File: src/rtl/vector_store_unit.sv
// Vector store unit: splits one captured vector register into LANES word writes
// presented in ascending lane order, stalling on mem_ready.
module vector_store_unit #(
    parameter int WORD_W = 32,
    parameter int LANES  = 4
) (
    input  logic                      clk,
    input  logic                      rst_n,
    input  logic                      start,
    input  logic [31:0]               base_addr,
    input  logic [WORD_W*LANES-1:0]   vdata,
    input  logic                      mem_ready,
    output logic                      mem_we,
    output logic [31:0]               mem_addr,
    output logic [WORD_W-1:0]         mem_wdata,
    output logic                      busy,
    output logic                      done
);

    localparam int LANE_W = (LANES > 1) ? $clog2(LANES) : 1;

    localparam logic [1:0] S_IDLE  = 2'd0;
    localparam logic [1:0] S_WRITE = 2'd1;
    localparam logic [1:0] S_DONE  = 2'd2;

    localparam logic [LANE_W-1:0] LAST_LANE = LANE_W'(LANES - 1);

    logic [1:0]               state_q, state_d;
    logic [LANE_W-1:0]        lane_q, lane_d;
    logic [31:0]              base_q, base_d;
    logic [WORD_W*LANES-1:0]  data_q, data_d;
    logic [31:0]              lane_offset;

    always_comb begin
        state_d = state_q;
        lane_d  = lane_q;
        base_d  = base_q;
        data_d  = data_q;
        case (state_q)
            S_IDLE: begin
                if (start) begin
                    state_d = S_WRITE;
                    lane_d  = '0;
                    base_d  = base_addr;
                    data_d  = vdata;
                end
            end
            S_WRITE: begin
                if (mem_ready) begin
                    if (lane_q == LAST_LANE) begin
                        state_d = S_DONE;
                    end else begin
                        lane_d = lane_q + LANE_W'(1);
                    end
                end
            end
            S_DONE: begin
                state_d = S_IDLE;
            end
            default: begin
                state_d = S_IDLE;
            end
        endcase
    end

    // Outputs are forced to zero outside WRITE so the bus is quiet between stores.
    always_comb begin
        lane_offset = {{(30 - LANE_W){1'b0}}, lane_q, 2'b00};
        mem_we      = (state_q == S_WRITE);
        busy        = (state_q == S_WRITE) || (state_q == S_DONE);
        done        = (state_q == S_DONE);
        mem_addr    = '0;
        mem_wdata   = '0;
        if (mem_we) begin
            mem_addr  = base_q + lane_offset;
            mem_wdata = data_q[int'(lane_q)*WORD_W +: WORD_W];
        end
    end

    always_ff @(posedge clk) begin
        if (!rst_n) begin
            state_q <= S_IDLE;
            lane_q  <= '0;
            base_q  <= '0;
            data_q  <= '0;
        end else begin
            state_q <= state_d;
            lane_q  <= lane_d;
            base_q  <= base_d;
            data_q  <= data_d;
        end
    end

endmodule
File: config.mk
export PLATFORM = sky130hd
export DESIGN_NAME = vector_store_unit
export DESIGN_NICKNAME = d
export VERILOG_FILES = /design/src/rtl/vector_store_unit.sv
export SDC_FILE = /design/constraint.sdc
export NUM_CORES = 1
export LEC_CHECK = 0
export BUFFER_PORTS_ARGS = -buffer_cell sky130_fd_sc_hd__buf_2
export CORE_MARGIN = 2
export CORE_UTILIZATION = 52
export CTS_CLUSTER_DIAMETER = 30
export DETAILED_ROUTE_END_ITERATION = 8
export HOLD_SLACK_MARGIN = 0.12
export PLACE_DENSITY = 0.8
export SKIP_CTS_REPAIR_TIMING = 1
export SYNTH_ARGS = -nofsm -noshare
export SYNTH_HDL_FRONTEND = slang
export SYNTH_SLANG_ARGS = --single-unit
File: constraint.sdc
create_clock -name clk -period 3.1 [get_ports clk]
set_clock_uncertainty 0.2 [all_clocks]
set_input_delay 0.31 -clock clk [delete_from_list [all_inputs] [get_ports clk]]
set_output_delay 0.31 -clock clk [all_outputs]
set_load 0.005 [all_outputs]
==> results.txt, run 1 <==
The wire length per cell was 16.8 um; the proportion of layout cells with a drive suffix above 1 was 0.245. 231 I/O pins were placed. For hold timing, the worst endpoint is data_q[110]$_SDFFE_PN0P_. The die outline height is 127 um. The synthesized netlist occupies a cell area of 7820 um^2.

For the required arrival time at the worst endpoint, the log shows 2.59 ns. Data on the critical path arrives at its endpoint at 2.45 ns. Wires add up to 24900 um.

Subtracting the final worst setup slack from the clock period gives 2.96 ns. Summing internal, switching and leakage power gives 5.25 mW. After detailed routing, the number of vias per cell comes to 5.43. For the layout filler cell count, the log shows 939. Summed over all nets, the half-perimeter wirelength after detailed placement is 13500 um.

Across the whole layout, storage elements account for 3290 um^2. The area of the multi-input gates was 4260 um^2; the iteration-0 DRC count of the detailed router was 535. TritonCTS built the clock tree. The register area share after synthesis was 0.420.

Entering global routing, the biggest net connects 82 pins. Type of the setup path with the least slack: reg2out. The logs give 5 for the count of TritonRoute iterations in the first routing pass and 0 for the total setup violations reported at the end of the flow. Relative to the synthesized area, the layout overhead comes to 44.8%.

The logs give 0 for the final number of max-transition violations and 0 for the max-capacitance violation count. The total track usage is 0.251. The CTS clock-pin slew for the worst setup and hold paths came out at 0.06 ns. The synthesized design contains 164 register bits.

The total number of yosys warnings was 0. The worst ir drop on vdd is 0.387 mV, and the worst hold path depth is 2. Global routing finished with a remaining overflow of 0. For the worst-skew pair, the clock arrives at the later sink with an insertion delay of 0.41 ns. The multiplexer area fraction after synthesis works out to 0.0935. For this design the static power due to leakage is 4.70 nW. Once detail routing completed, the nets flagged for antenna violations numbered 0. The floorplan step set the die width to 127 um. For the worst flop-to-flop path, the logic depth is 6.

The first global-routing pass estimated 32500 um of wire. Post-synthesis compound-gate area fraction: 0.184. The path class of the tightest hold or removal check is reg2reg. The cell sitting at the root of the clock tree is a sky130_fd_sc_hd__clkbuf_16. For the number of sinks driven by the clock tree, the log shows 164. For the pin with the worst max-slew slack, the measured transition is 0.850 ns.

The number of antenna violations at the first check in global routing is 2, and the count of standard-cell rows is 44. In this run, CTS created clock tree buffers numbering 17. Synthesis produced 927 cells. The buffer depth of the longest clock path is 2. The tools report the initial core utilization as 0.536. The number of nets handed over by synthesis was 1098. The flow ran to the end, and the final reports show no timing, DRC or antenna violations. After synthesis, the largest family of logic cells by area is simple AND/OR/NAND/NOR gates. After synthesis, the netlist uses 34 different library cells. The placed instance area was 9090 um^2. For the die footprint, the log shows 16000 um^2. The tools report the launch point of the worst hold path as data_q[110]$_SDFFE_PN0P_. The logs give 1454 for the number of nets at the end of the flow and 8050 for the via count.

The setup check on the worst reg-to-reg path leaves a slack of 0.81 ns. For this run, the top clock speed supported by timing is 0.338 GHz. The post-synthesis adder-cell area fraction came out at 0.0122.

Max-slew headroom at the worst pin: 0.433. The run gives 4 as the count of H-tree levels built during CTS. The tools report the remaining design rule violation count as 0. Number of global-route vias before repair: 6661. Launching point of the worst reg2reg path: state_q[0]$_SDFFE_PN0P_. At the end of routability-driven placement, the weighted congestion stood at 0.890.

The end of the worst register-to-register path was data_q[7]$_SDFFE_PN0P_. The worst setup path is captured at an output pin. Portion of the clock cycle consumed by the worst path in the final layout: 0.954. With fillers left out, the area of the finished cells amounts to 11300 um^2.

Of all nets on the critical path, the largest fanout is 6. STA classifies the critical path startpoint as a flop. Dividing total power by cell area gives a power density of 463 nW/um^2. Buffers placed on the I/O ports in this run total 230.

The xor/xnor cell area share of the yosys netlist was 0.0134; the per-instance average area after synthesis was 8.43 um^2. The standard cell core area came out at 14600 um^2. The hold violation total from the final report was 0; the synthesized-area fraction occupied by and/or/nand/nor cells was 0.241.
-- sequential cells by signal (all words and copies together), names as in the netlist --
name     flops
base_q      32
lane_q       2
state_q      2
data_q     128
-- critical path, cell delays in order (launching register included) --
cell,delay (ns)
sky130_fd_sc_hd__dfxtp_1,0.33
sky130_fd_sc_hd__ha_1,0.28
sky130_fd_sc_hd__a21oi_1,0.11
sky130_fd_sc_hd__or4b_4,0.55
sky130_fd_sc_hd__or4_1,0.48
sky130_fd_sc_hd__a21oi_1,0.15
sky130_fd_sc_hd__buf_2,0.14
-- per-layer routing --
metal	track usage	part of all wire	up-vias
met5	0	0	-
met4	0.0601	0.039	0
met1	0.316	0.39	3721
met3	0.0881	0.076	91
met2	0.414	0.49	399
li1	-	-	3839
-- area by class of cell --
cell class                 instances  share of cell area
clock buffer                      20              0.0403
multi-input combinational        687               0.376
sequential                       164               0.290
tap                              184              0.0203
timing repair buffer             408               0.259
antenna                            3            0.000663
clock inverter                    12              0.0115
inverter                           5             0.00166
-- worst max-delay path by stage --
stage                           start            to  depth (start not counted)
2_1_floorplan  lane_q[1]$_SDFFE_PN0P_  mem_addr[31]                          5
3_3_place_gp   base_q[2]$_SDFFE_PN0P_  mem_addr[22]                          7
3_5_place_dp   lane_q[0]$_SDFFE_PN0P_  mem_addr[22]                          7
4_1_cts        base_q[2]$_SDFFE_PN0P_  mem_addr[22]                          7
5_1_grt        base_q[2]$_SDFFE_PN0P_  mem_addr[22]                          8
6_report       base_q[3]$_SDFFE_PN0P_  mem_addr[31]                          6
-- through the flow --
step                hold slack (ns)   util  setup WS [ns]   TNS, ns  cells
finish                        0.260  0.776          0.142         0   1483
global route                  0.274  0.776       -0.00651  -0.00651   1482
CTS                         -0.0857  0.663        0.00287         0   1316
detailed placement            0.252  0.623          0.467         0   1284
global placement              0.246  0.623          0.515         0   1284
floorplan                     0.239      -          0.697         0    927
-- Yosys cell counts (all sizes together) --
cell,number,area (um^2)
xnor2,5,43.8
clkbuf,65,244
ha,6,75.1
nand2,332,1250
mux4,32,721
nand3,8,45.0
buf,6,26.3
nor2b,2,12.5
or4,7,52.6
o31a,1,8.76
xor2,7,61.3
fa,1,20.0
o31ai,7,52.6
and2,40,250
and3,1,6.26
nand2b,1,6.26
nand4,8,56.3
a21oi,20,100
or3,11,68.8
nand3b,1,7.51
o21ai,13,65.1
nor4b,1,8.76
nor2,12,45.0
or4b,1,13.8
and4,5,43.8
mux2i,1,10.0
inv,5,18.8
dfxtp,164,3280
nor3,1,5.00
a21boi,161,1210
nor4,2,12.5
-- layout by cell type, fill, tap and decap left out, types with 13 or more instances in the layout --
cell / synthesis / layout
sky130_fd_sc_hd__and2_1: 40 / 39
sky130_fd_sc_hd__a21oi_1: 20 / 20
sky130_fd_sc_hd__mux4_2: 32 / 32
sky130_fd_sc_hd__buf_2: 3 / 229
sky130_fd_sc_hd__dfxtp_1: 164 / 162
sky130_fd_sc_hd__dlygate4sd3_1: 0 / 162
sky130_fd_sc_hd__nand2_1: 332 / 331
sky130_fd_sc_hd__buf_4: 0 / 14
sky130_fd_sc_hd__a21boi_0: 161 / 161
sky130_fd_sc_hd__clkbuf_16: 0 / 17
sky130_fd_sc_hd__o21ai_0: 13 / 13
-- power breakdown --
part           leakage, nW  switching, mW  total (mW)  internal [mW]
Clock                0.286          0.863        2.09           1.23
Sequential            1.35         0.0930        2.34           2.25
Combinational         3.06          0.397       0.812          0.415
Total                 4.70           1.35        5.25           3.89
-- kinds of logic after synthesis --
kind of cell / after synthesis
AO/OA/AOI/OAI: 202
adder cells (fa/ha/maj): 7
multiplexers: 33
XOR/XNOR: 12
AND/OR/NAND/NOR: 433
buffers and inverters: 76
flip-flops: 164
Note: power is estimated with default switching activity, not from simulation.
==> inputs of run 2 (changes only) <==
ABC_AREA = 1   (was unset)
SLEW_MARGIN = 10   (was unset)
==> results.txt, run 2 <==
The number of clock buffers inserted by TritonCTS came out at 17 (unchanged). For the area of the mapped netlist, the log shows 7740 um^2 (-0.94%). The run gives 2.59 ns (about the same) as the required arrival time at the worst endpoint.

Ranked by instance count, the synthesized netlist is headed by sky130_fd_sc_hd__nor2_1, sky130_fd_sc_hd__o21ai_0, sky130_fd_sc_hd__dfxtp_1. The xor/xnor cell area share of the yosys netlist is 0.00452 (-0.00892). The largest registers in the layout are data_q x128, base_q x32.

For the worst path arrival time, the log shows 2.21 ns (-0.24 ns). For the buffer depth of the longest clock path, the log shows 2 (unchanged). The run gives 0 (unchanged) as the remaining design rule violation count. The transition time of the tightest slew-check pin works out to 1.18 ns (+0.329 ns). The count of flip-flops with a built-in enable after synthesis was 0 (unchanged); the time the final worst path needs with I/O delays and setup was 2.72 ns (-0.239 ns). TritonCTS built the clock tree.

The total nets after synthesis was 1370 (+25%); the hold violation total from the final report was 0 (unchanged). Synthesized-area fraction occupied by and/or/nand/nor cells: 0.300 (+0.0598). The type of the setup path with the least slack was reg2out. The cell leakage power was 4.93 nW (+5.0%); the via count was 9479 (+18%). The logs give 5 (unchanged) for the count of TritonRoute iterations in the first routing pass and 176 (+110%) for the pin count of the biggest net entering global routing. The routed wire length is 27700 um (+11%).

The post-synthesis adder-cell area fraction works out to 0.0123 (+0.000116). The tools report the die footprint as 15900 um^2 (-0.91%). Leaving out fill and tap cells, the most frequent cells in the layout are sky130_fd_sc_hd__nor2_1, sky130_fd_sc_hd__o21ai_0, sky130_fd_sc_hd__buf_2. Number of storage elements in the synthesis netlist: 164 (unchanged). Prevailing post-synth register cell: sky130_fd_sc_hd__dfxtp_1. The top-area cell type share of the netlist area was 0.424 (+0.00400); the proportion of layout cells with a drive suffix above 1 was 0.187 (-0.0576). The end of the worst register-to-register path was data_q[45]$_SDFFE_PN0P_. Setup repair after global routing left no endpoint under its margin. Max-capacitance violation count: 0 (unchanged). Number of vias per cell: 5.45 (+0.48%). Maximum fanout along the worst path: 32 (+26).

The startpoint identified for the worst register-to-register timing path is state_q[0]$_SDFFE_PN0P_. Counting flops per register, the top entry is data_q. In this run the most critical hold path is launched from start.

The final standard cell count with taps included and fillers excluded is 1738 (+17%). Routability-driven placement congestion ratio: 0.860 (-3.3%). The tools report the top-level I/O count as 231 (unchanged). Cell count after synthesis: 1199 (+29%). The worst setup path is captured at an output pin.

The cell sitting at the root of the clock tree is a sky130_fd_sc_hd__clkbuf_16. The number of global-route vias before repair was 7457 (+12%); the total number of yosys warnings was 0 (unchanged). The post-detailed-placement half-perimeter wirelength was 15000 um (+10%). The tools report the number of placed cells counting well taps as 1543 (+20%).

The tools report the highest achievable clock rate as 0.368 GHz (+8.8%). The iteration-0 DRC count of the detailed router is 862 (+61%). Count of H-tree levels built during CTS: 4 (unchanged). The initial core utilization was 0.533 (-0.00305). The largest total area in the synthesized netlist belongs to sky130_fd_sc_hd__dfxtp_1. The overflow left after global routing was 0 (unchanged); the wire length of the first global-routing pass was 35700 um (+9.8%).

The worst hold path endpoint was state_q[1]$_SDFFE_PN0P_. The count of standard-cell rows is 44 (unchanged). The most common library cell in the layout ignoring fill and taps is sky130_fd_sc_hd__nor2_1. By area the synthesized netlist is led by sky130_fd_sc_hd__dfxtp_1, sky130_fd_sc_hd__nor2_1, sky130_fd_sc_hd__o21ai_0. The number of I/O port buffers is 230 (unchanged), and the end-of-flow core utilization is 0.769 (-0.00722).

The portion of the clock cycle consumed by the worst path in the final layout is 0.877 (-0.0772). The multiplexer area fraction after synthesis was 0 (-0.0935); the overall die width was 126 um (-0.46%). The register area share after synthesis is 0.424 (+0.00400). The wire length per cell was 15.9 um (-5.0%); the total track usage was 0.276 (+0.0258). The final number of max-transition violations is 0 (unchanged), and the area growth from synthesis to final layout is 44.3%. By area, the combinational part of the netlist is dominated by simple AND/OR/NAND/NOR gates. The run finished with clean final reports.

The tools report the clock latency at the later pin of the worst-skew pair as 0.43 ns (+0.02 ns). The per-instance average area after synthesis is 6.46 um^2 (-23%), and the aggregate negative setup slack is 0 ns (unchanged). The die outline height came out at 126 um (-0.46%). The most frequent cell after synthesis is sky130_fd_sc_hd__nor2_1. The worst ir drop on vdd was 0.624 mV (+61%); the post-synthesis compound-gate area fraction was 0.194 (+0.0105).

The tools report the number of sinks driven by the clock tree as 164 (unchanged). The worst setup slack for register-to-register paths is 0.89 ns (+0.08 ns). The depth of the worst register-to-register path was 7 (+1). The remaining number of nets flagged by the antenna check after routing is 0 (unchanged).

Total setup violations reported at the end of the flow: 0 (unchanged). The power density relative to cell area is 756 nW/um^2 (+63%), and the number of distinct library cell variants in the gate-level netlist after synthesis is 21 (-38%). The CTS clock-pin slew for the worst setup and hold paths works out to 0.06 ns (about the same).

The min-delay analysis places its worst path in the category in2reg. The number of antenna violations at the first check in global routing is 2 (unchanged). The worst hold path depth was 4 (+2). The max-slew headroom at the worst pin was 0.213 (-0.220).

STA classifies the critical path startpoint as a flop. Standard cell core area: 14500 um^2 (-0.38%). The flip-flop count of the largest register, all copies and words added is 128 (unchanged), and the number of nets at the end of the flow is 1710 (+18%).

Share of flip-flops with an asynchronous set or reset: 0 (unchanged).
-- run 2: changes by cell type in the layout (fill, tap and decap cells not counted), moves of 11 or more --
cell,previous run,this run
sky130_fd_sc_hd__mux4_2,32,0
sky130_fd_sc_hd__nand2_1,331,93
sky130_fd_sc_hd__or3_1,11,0
sky130_fd_sc_hd__inv_1,5,38
sky130_fd_sc_hd__nor2_1,12,483
sky130_fd_sc_hd__a21oi_1,20,61
sky130_fd_sc_hd__o21ai_0,13,235
sky130_fd_sc_hd__a21boi_0,161,0
sky130_fd_sc_hd__and2_1,39,0
-- run 2: per-stage QoR --
step | hold WS (ns) | worst slack (ns) | area [um^2] | power, mW
3_3_place_gp | 0.256 | 0.897 | 8920 | 5.82
2_1_floorplan | 0.244 | 1.10 | 7740 | 5.02
6_report | 0.115 | 0.381 | 11200 | 8.45
3_5_place_dp | 0.267 | 0.856 | 8920 | 5.89
4_1_cts | -0.0741 | 0.398 | 9550 | 8.14
5_1_grt | 0.171 | 0.221 | 11200 | 8.98
-- run 2: how the worst max path moves through the flow --
| stage | slack, ns | depth (start not counted) | from | to |
|---|---|---|---|---|
| after global routing | 0.22 | 9 | lane_q[0]$_SDFFE_PN0P_ | mem_addr[20] |
| after global placement | 0.90 | 10 | lane_q[0]$_SDFFE_PN0P_ | mem_addr[20] |
| after floorplan | 1.10 | 9 | lane_q[0]$_SDFFE_PN0P_ | mem_addr[26] |
| after CTS | 0.40 | 10 | lane_q[0]$_SDFFE_PN0P_ | mem_addr[20] |
| after detailed placement | 0.86 | 10 | lane_q[0]$_SDFFE_PN0P_ | mem_addr[20] |
| final | 0.38 | 5 | lane_q[1]$_SDFFE_PN0P_ | mem_wdata[13] |
-- run 2: cell type report --
| type | instances | area, um^2 |
|---|---|---|
| clock buffer | 20 | 457 |
| multi-input combinational | 913 | 3970 |
| tap | 184 | 230 |
| fill | 1062 | 3360 |
| inverter | 41 | 156 |
| sequential | 164 | 3290 |
| clock inverter | 11 | 173 |
| antenna | 3 | 7.51 |
| timing repair buffer | 402 | 2900 |
-- run 2: worst max-delay path, stage by stage (launching register included) --
cell and delay [ns]:
sky130_fd_sc_hd__dfxtp_2 0.34, sky130_fd_sc_hd__inv_1 0.85, sky130_fd_sc_hd__nor2_1 0.15, sky130_fd_sc_hd__o21ai_0 0.15
sky130_fd_sc_hd__a21oi_1 0.10, sky130_fd_sc_hd__buf_2 0.17
-- run 2: kinds of logic after synthesis --
kind of cell / after synthesis
buffers and inverters: 122
adders and majority gates: 7
xor gates and xnor gates: 4
and+or+nand+nor: 603
DFF: 164
AOI/OAI and AO/OA: 299
-- run 2: per-layer routing --
layer,routed length (um),vias up,track usage
li1,-,4512,-
met1,10700,4265,0.364
met2,13300,588,0.455
met3,2440,114,0.0586
met4,1280,0,0.0879
met5,0,-,0
-- run 2: power by group --
part	switching [mW]	leakage, nW	internal (mW)
clock	0.883	0.307	1.39
combinational	1.93	3.27	1.10
sequential	0.410	1.36	2.73
